`src/rtl/fft_bfly_ctrl_if.sv`:
```
// Butterfly bundle: sequencer operands, multiplier handshake,
// downstream results and status.
interface fft_bfly_ctrl_if #(
  parameter int WIDTH = 16
);
  logic             in_valid;
  logic             in_ready;
  logic [WIDTH-1:0] a_r, a_i;
  logic [WIDTH-1:0] b_r, b_i;
  logic [WIDTH-1:0] w_r, w_i;
  logic             mul_en;
  logic             mul_ready;
  logic [WIDTH-1:0] mul_a_r, mul_a_i;
  logic [WIDTH-1:0] mul_b_r, mul_b_i;
  logic [WIDTH-1:0] mul_c_r, mul_c_i;
  logic             out_valid;
  logic             out_ready;
  logic [WIDTH-1:0] y0_r, y0_i;
  logic [WIDTH-1:0] y1_r, y1_i;
  logic             err;
  logic             busy;

  modport master (
    input  in_valid, a_r, a_i, b_r, b_i, w_r, w_i,
    input  mul_ready, mul_c_r, mul_c_i, out_ready,
    output in_ready, mul_en,
    output mul_a_r, mul_a_i, mul_b_r, mul_b_i,
    output out_valid, y0_r, y0_i, y1_r, y1_i,
    output err, busy
  );

  modport slave (
    output in_valid, a_r, a_i, b_r, b_i, w_r, w_i,
    output mul_ready, mul_c_r, mul_c_i, out_ready,
    input  in_ready, mul_en,
    input  mul_a_r, mul_a_i, mul_b_r, mul_b_i,
    input  out_valid, y0_r, y0_i, y1_r, y1_i,
    input  err, busy
  );
endinterface

```
`src/rtl/fft_bfly_ctrl.sv`:
```
// Radix-2 DIT butterfly driving a shared complex multiplier
// through an enable/ready handshake, with abort on timeout.
module fft_bfly_ctrl #(
  parameter int WIDTH   = 16,
  parameter int SCALE   = 1,
  parameter int TIMEOUT = 64
) (
  input  logic            clk,
  input  logic            rst_n,
  fft_bfly_ctrl_if.master bus
);
  localparam logic [2:0] S_IDLE  = 3'd0;
  localparam logic [2:0] S_ISSUE = 3'd1;
  localparam logic [2:0] S_WACK  = 3'd2;
  localparam logic [2:0] S_WDONE = 3'd3;
  localparam logic [2:0] S_CALC  = 3'd4;
  localparam logic [2:0] S_OUT   = 3'd5;

  typedef logic [WIDTH-1:0] word_t;
  typedef logic [WIDTH:0]   wide_t;

  logic [2:0] r_state;
  logic [7:0] r_cnt;
  word_t      r_ar, r_ai, r_br, r_bi;
  word_t      r_wr, r_wi, r_pr, r_pi;
  word_t      r_y0r, r_y0i, r_y1r, r_y1i;
  logic       r_ov;
  logic       r_err;
  logic       w_rdy;
  logic       w_xfer;
  logic       w_tmo;
  wide_t      w_s0r, w_s0i, w_s1r, w_s1i;

  function automatic word_t fmt(input wide_t s);
    if (SCALE != 0) return s[WIDTH:1];
    if (s[WIDTH] != s[WIDTH-1])
      return s[WIDTH] ? {1'b1, {(WIDTH-1){1'b0}}}
                      : {1'b0, {(WIDTH-1){1'b1}}};
    return s[WIDTH-1:0];
  endfunction

  // ready is forced low while reset is held
  assign w_rdy  = rst_n & (r_state == S_IDLE);
  assign w_xfer = bus.in_valid & w_rdy;
  assign w_tmo  = (r_cnt == 8'(TIMEOUT - 1));

  assign w_s0r = {r_ar[WIDTH-1], r_ar} + {r_pr[WIDTH-1], r_pr};
  assign w_s0i = {r_ai[WIDTH-1], r_ai} + {r_pi[WIDTH-1], r_pi};
  assign w_s1r = {r_ar[WIDTH-1], r_ar} - {r_pr[WIDTH-1], r_pr};
  assign w_s1i = {r_ai[WIDTH-1], r_ai} - {r_pi[WIDTH-1], r_pi};

  always_ff @(posedge clk or negedge rst_n) begin
    if (!rst_n) begin
      r_state <= S_IDLE;
      r_cnt   <= '0;
      r_ar    <= '0;
      r_ai    <= '0;
      r_br    <= '0;
      r_bi    <= '0;
      r_wr    <= '0;
      r_wi    <= '0;
      r_pr    <= '0;
      r_pi    <= '0;
      r_y0r   <= '0;
      r_y0i   <= '0;
      r_y1r   <= '0;
      r_y1i   <= '0;
      r_ov    <= 1'b0;
      r_err   <= 1'b0;
    end else begin
      unique case (r_state)
        S_IDLE: if (w_xfer) begin
          r_ar    <= bus.a_r;
          r_ai    <= bus.a_i;
          r_br    <= bus.b_r;
          r_bi    <= bus.b_i;
          r_wr    <= bus.w_r;
          r_wi    <= bus.w_i;
          r_state <= S_ISSUE;
        end
        S_ISSUE: if (bus.mul_ready) begin
          r_cnt   <= '0;
          r_state <= S_WACK;
        end
        S_WACK: begin
          if (w_tmo) begin
            r_err   <= 1'b1;
            r_state <= S_IDLE;
          end else begin
            r_cnt <= r_cnt + 8'd1;
            if (!bus.mul_ready) r_state <= S_WDONE;
          end
        end
        S_WDONE: begin
          if (bus.mul_ready) begin
            r_pr    <= bus.mul_c_r;
            r_pi    <= bus.mul_c_i;
            r_state <= S_CALC;
          end else if (w_tmo) begin
            r_err   <= 1'b1;
            r_state <= S_IDLE;
          end else begin
            r_cnt <= r_cnt + 8'd1;
          end
        end
        S_CALC: begin
          r_y0r   <= fmt(w_s0r);
          r_y0i   <= fmt(w_s0i);
          r_y1r   <= fmt(w_s1r);
          r_y1i   <= fmt(w_s1i);
          r_ov    <= 1'b1;
          r_state <= S_OUT;
        end
        S_OUT: if (bus.out_ready) begin
          r_ov    <= 1'b0;
          r_state <= S_IDLE;
        end
        default: r_state <= S_IDLE;
      endcase
    end
  end

  assign bus.in_ready  = w_rdy;
  assign bus.mul_en    = (r_state == S_ISSUE) & bus.mul_ready;
  assign bus.mul_a_r   = r_wr;
  assign bus.mul_a_i   = r_wi;
  assign bus.mul_b_r   = r_br;
  assign bus.mul_b_i   = r_bi;
  assign bus.out_valid = r_ov;
  assign bus.y0_r      = r_y0r;
  assign bus.y0_i      = r_y0i;
  assign bus.y1_r      = r_y1r;
  assign bus.y1_i      = r_y1i;
  assign bus.err       = r_err;
  assign bus.busy      = (r_state != S_IDLE);
endmodule

```
`src/flat_wrapper.sv`:
```
// flat-port wrapper written by rule: the top's interface ports become plain ports
module fft_bfly_ctrl_flat 
#(
  parameter int WIDTH   = 16,
  parameter int SCALE   = 1,
  parameter int TIMEOUT = 64
)
  (clk, rst_n, bus_in_valid, bus_a_r, bus_a_i, bus_b_r, bus_b_i, bus_w_r, bus_w_i, bus_mul_ready, bus_mul_c_r, bus_mul_c_i, bus_out_ready, bus_in_ready, bus_mul_en, bus_mul_a_r, bus_mul_a_i, bus_mul_b_r, bus_mul_b_i, bus_out_valid, bus_y0_r, bus_y0_i, bus_y1_r, bus_y1_i, bus_err, bus_busy);
  fft_bfly_ctrl_if #(.WIDTH(WIDTH)) bus_i ();
  input  logic clk;
  input  logic rst_n;
  input wire logic [$bits(bus_i.in_valid)-1:0] bus_in_valid;
  input wire logic [$bits(bus_i.a_r)-1:0] bus_a_r;
  input wire logic [$bits(bus_i.a_i)-1:0] bus_a_i;
  input wire logic [$bits(bus_i.b_r)-1:0] bus_b_r;
  input wire logic [$bits(bus_i.b_i)-1:0] bus_b_i;
  input wire logic [$bits(bus_i.w_r)-1:0] bus_w_r;
  input wire logic [$bits(bus_i.w_i)-1:0] bus_w_i;
  input wire logic [$bits(bus_i.mul_ready)-1:0] bus_mul_ready;
  input wire logic [$bits(bus_i.mul_c_r)-1:0] bus_mul_c_r;
  input wire logic [$bits(bus_i.mul_c_i)-1:0] bus_mul_c_i;
  input wire logic [$bits(bus_i.out_ready)-1:0] bus_out_ready;
  output wire logic [$bits(bus_i.in_ready)-1:0] bus_in_ready;
  output wire logic [$bits(bus_i.mul_en)-1:0] bus_mul_en;
  output wire logic [$bits(bus_i.mul_a_r)-1:0] bus_mul_a_r;
  output wire logic [$bits(bus_i.mul_a_i)-1:0] bus_mul_a_i;
  output wire logic [$bits(bus_i.mul_b_r)-1:0] bus_mul_b_r;
  output wire logic [$bits(bus_i.mul_b_i)-1:0] bus_mul_b_i;
  output wire logic [$bits(bus_i.out_valid)-1:0] bus_out_valid;
  output wire logic [$bits(bus_i.y0_r)-1:0] bus_y0_r;
  output wire logic [$bits(bus_i.y0_i)-1:0] bus_y0_i;
  output wire logic [$bits(bus_i.y1_r)-1:0] bus_y1_r;
  output wire logic [$bits(bus_i.y1_i)-1:0] bus_y1_i;
  output wire logic [$bits(bus_i.err)-1:0] bus_err;
  output wire logic [$bits(bus_i.busy)-1:0] bus_busy;
  assign bus_i.in_valid = bus_in_valid;
  assign bus_i.a_r = bus_a_r;
  assign bus_i.a_i = bus_a_i;
  assign bus_i.b_r = bus_b_r;
  assign bus_i.b_i = bus_b_i;
  assign bus_i.w_r = bus_w_r;
  assign bus_i.w_i = bus_w_i;
  assign bus_i.mul_ready = bus_mul_ready;
  assign bus_i.mul_c_r = bus_mul_c_r;
  assign bus_i.mul_c_i = bus_mul_c_i;
  assign bus_i.out_ready = bus_out_ready;
  assign bus_in_ready = bus_i.in_ready;
  assign bus_mul_en = bus_i.mul_en;
  assign bus_mul_a_r = bus_i.mul_a_r;
  assign bus_mul_a_i = bus_i.mul_a_i;
  assign bus_mul_b_r = bus_i.mul_b_r;
  assign bus_mul_b_i = bus_i.mul_b_i;
  assign bus_out_valid = bus_i.out_valid;
  assign bus_y0_r = bus_i.y0_r;
  assign bus_y0_i = bus_i.y0_i;
  assign bus_y1_r = bus_i.y1_r;
  assign bus_y1_i = bus_i.y1_i;
  assign bus_err = bus_i.err;
  assign bus_busy = bus_i.busy;
  fft_bfly_ctrl #(.WIDTH(WIDTH), .SCALE(SCALE), .TIMEOUT(TIMEOUT)) u_core (.clk(clk), .rst_n(rst_n), .bus(bus_i));
endmodule
```
`config.mk`:
```
export PLATFORM = sky130hd
export DESIGN_NAME = fft_bfly_ctrl_flat
export DESIGN_NICKNAME = d
export VERILOG_FILES = /design/src/rtl/fft_bfly_ctrl_if.sv /design/src/rtl/fft_bfly_ctrl.sv /design/src/flat_wrapper.sv
export SDC_FILE = /design/constraint.sdc
export NUM_CORES = 1
export LEC_CHECK = 0
export ABC_CLOCK_PERIOD_IN_PS = 3700
export CORE_MARGIN = 5
export CORE_UTILIZATION = 50
export CTS_CLUSTER_DIAMETER = 50
export DETAILED_ROUTE_END_ITERATION = 16
export PLACE_DENSITY = 0.85
export SLEW_MARGIN = 25
export SYNTH_ARGS = -nofsm -noshare
export SYNTH_HDL_FRONTEND = slang
export SYNTH_SLANG_ARGS = --single-unit
```
`constraint.sdc`:
```
create_clock -name clk -period 3.7 [get_ports clk]
set_clock_uncertainty 0.1 [all_clocks]
set_input_delay 0.74 -clock clk [delete_from_list [all_inputs] [get_ports clk]]
set_output_delay 0.74 -clock clk [all_outputs]
set_load 0.02 [all_outputs]
```
==> impl_results.md <==
- Antenna Violating Nets Remaining: 0
- Initial antenna violation count: 1
- Utilization after layout: 68.93%
- Mean number of vias per cell: between 5 and 6
- Largest family of logic cells by synthesized area: multiplexers
- Wirelength per Cell: between 15 and 20 um
- Crit-path max FO: 8
- Fin nets: roughly 1500
- Row cnt: 53
- CP Capture Type: primary output
- Dpl hpwl: ~22000 um
- Area contributors post-synth: dfrtp_1, mux2_2, ha_1
- Fraction of layout cells with a size suffix above 1: 15.54%
- FF-to-FF setup slack: 0.71 ns
- Clock Latency Late Sink: just over 0.5 ns
- Synthesized area: approximately 0.011 sq mm
- CP arrival: 2.35 ns
- Setup_tns: 0 ns
- Dpl cell area: roughly 0.014 sq mm
- Largest net degree at the start of global routing: 98
- Die width: approximately 160 um
- Setup repair after global routing missed its margin: no
- Gr ovfl total: 0
- Syn_nets: ~1200
- Status: finished, final reports clean
- Num Clock Sinks: approximately 210
- Yosys warns: 0
- Critical path required time: around 2.9 ns
- First-pass GRT wire length: 48010 um
- Non-filler cells, final: roughly 1600
- Async SR Flop Fraction: 100.0%
- Initial core utilization: between 50% and 60%
- Area of the multi-input gates: between 0.005 and 0.006 sq mm
- Leak: 6.467 nW
- Fraction of synthesized cell area in xor and xnor cells: approximately 4.5%
- PD cells: ~1100 mW/mm^2
- #FFs+latches synth: 205
- Max_cap viols: 0
- Overall routing resource usage: 24.27%
- CTS root buffer: clkbuf_16
- TritonCTS Buffers: 26
- DRC Markers: 0
- Final Hold Vio Count: 0
- Number of synthesized flops with an enable pin: 0
- Post-CTS sizing: 0
- Setup Viol. Count Final: 0
- Critical path type: reg -> out
- Synth top area share: roughly 48%
- Worst vdd ir: 0.7175 mV
- Final Max Slew Viols: 0
- Design area: 0.01454 sq mm
- Period utilisation layout: a little under nine tenths
- Synth Area in Simple Gates: 10.19%
- Mux share of post-synthesis cell area: 13.51%
- CTS H-tree depth: 1
- Sequential area share after synthesis: 47.70%
- P&R area growth vs syn: 35.16%
- Vias in the first global route: between 8000 and 9000
- WL final: ~30000 um
- Port Buffers: ~270
- Worst slew pin tran: around 1 ns
- Via Count: roughly 8500
- Worst Hold Class: reg -> reg
- Max-slew headroom: approximately a third
- Max clock buf depth: 3
- Full die area: 0.02454 sq mm
- Placed Cells: around 1500
- Initial DRC count: 426
- Startpoint Class: register
- Synth Area in Compound Gates: between 10 and 15%
- Filler cells: between 1500 and 2000
- Synth Flop Type: dfrtp_1
- FF+latch area: 0.005130 sq mm
- Most frequent cells in the layout: clkdlybuf4s50_1, dfrtp_1, mux2_2, nand2_1, o21ai_0
- CTS clk-pin slew, worst paths: around 0.06 ns
- 1st-pass router iterations: 5
- Synth area leader: dfrtp_1
- RePlAce Congestion: approximately 0.92
- Gate Count Post-Synth: 1003
- Synth Area in Adders: between 7 and 8%
- Fin crit period: ~3.2 ns
- CTS tree: done
- Commonest non-fill, non-tap cell in the layout: clkdlybuf4s50_1
- Core ar.: 0.02109 sq mm
- Max Fclk: ~310 MHz
- Setup bufs post-CTS: 0
- Avg Cell Area, Syn: approximately 11 sq um
- I/O pin cnt: between 200 and 300
- Post-synthesis cell type count: 60
- Die Height: between 150 and 200 um
==> synth_stat cells (7+ instances only) <==
master and instances:
nor2b_1 11, nand3_1 13, o21ai_0 76, nor3_1 15, mux2_2 129, buf_2 15, nand2b_1 12, a211oi_1 8
o31ai_1 9, xor2_1 20, nand2_1 94, ha_1 61, a21o_1 9, xnor2_1 35, inv_1 59, clkbuf_1 27
nand4_1 9, buf_1 7, dfrtp_1 205, nor2_1 40, o21bai_1 9, a21oi_1 45
==> metrics by stage <==
step	hold slack (ns)	total power, mW	setup WS (ns)
5_1_grt	0.3985	16.90	0.4072
6_report	0.3778	15.75	0.5123
2_1_floorplan	0.3444	9.993	1.175
3_5_place_dp	0.3668	13.09	0.6239
4_1_cts	0.3815	15.79	0.4630
3_3_place_gp	0.3601	12.84	0.6258
==> power breakdown <==
part	switching (mW)	internal [mW]
sequential	0.761	3.31
combinational	5.01	4.10
clock	0.966	1.61
total	6.74	9.01
==> flip-flops by register name (all words and copies together), names as in the netlist, 3 cells and up <==
signal	cells
u_core.bus.mul_a_i	16
u_core.bus.mul_a_r	16
u_core.bus.mul_b_i	16
u_core.bus.mul_b_r	16
u_core.bus.y0_i	16
u_core.bus.y0_r	16
u_core.bus.y1_i	16
u_core.bus.y1_r	16
u_core.r_ai	16
u_core.r_ar	16
u_core.r_pi	16
u_core.r_pr	16
u_core.r_cnt	8
u_core.r_state	3
==> final cells by class <==
type / instances / area share [%]
flip-flops and latches: 205 / 35.29
inverters: 59 / 1.523
clock inverters: 13 / 1.085
well taps: 275 / 2.367
clock buffers: 34 / 5.035
multi-input cells: 687 / 35.74
repair buffers: 276 / 18.94
diodes: 1 / 0.01721
==> timing repair <==
item,in CTS,in global routing
endpoints found under the hold margin,8,0
hold buffers,1,0
setup endpoints to repair,0,0
==> final timing paths <==
kind | from | to | cells past startpoint
max | u_core.r_state[1] | bus_in_ready | 3
min | u_core.bus.y0_i[10] | u_core.bus.y0_i[10] | 2
max reg2reg | u_core.r_pr[0] | u_core.bus.y1_r[15] | 9
min reg2reg | u_core.bus.y0_i[10] | u_core.bus.y0_i[10] | 2
max in group asynchronous | rst_n | u_core.bus.y0_r[4] | 4
min in group asynchronous | rst_n | u_core.r_ar[8] | 2
==> cells by family after synthesis <==
family,count (synthesis)
AO/OA/AOI/OAI,208
XOR/XNOR,55
adder cells (fa/ha/maj),65
buffers and inverters,111
flip-flops,205
multiplexers,129
AND/OR/NAND/NOR,230
==> metal layers <==
metal / global-route usage [%] / part of all wire, % / up-vias
met5: 0 / 0 / -
met4: 6.116 / 2.1 / 0
met3: 7.384 / 9.3 / 39
met2: 39.96 / 48 / 315
met1: 31.53 / 40 / 4122
li1: - / - / 4000
==> critical path, cell delays in order (launching register included) <==
cell             delay [ns]
dfrtp_1                0.45
nor3_1                 0.47
and2_1                 0.27
clkdlybuf4s50_1        0.64
Power figures use the tool's default switching activity.
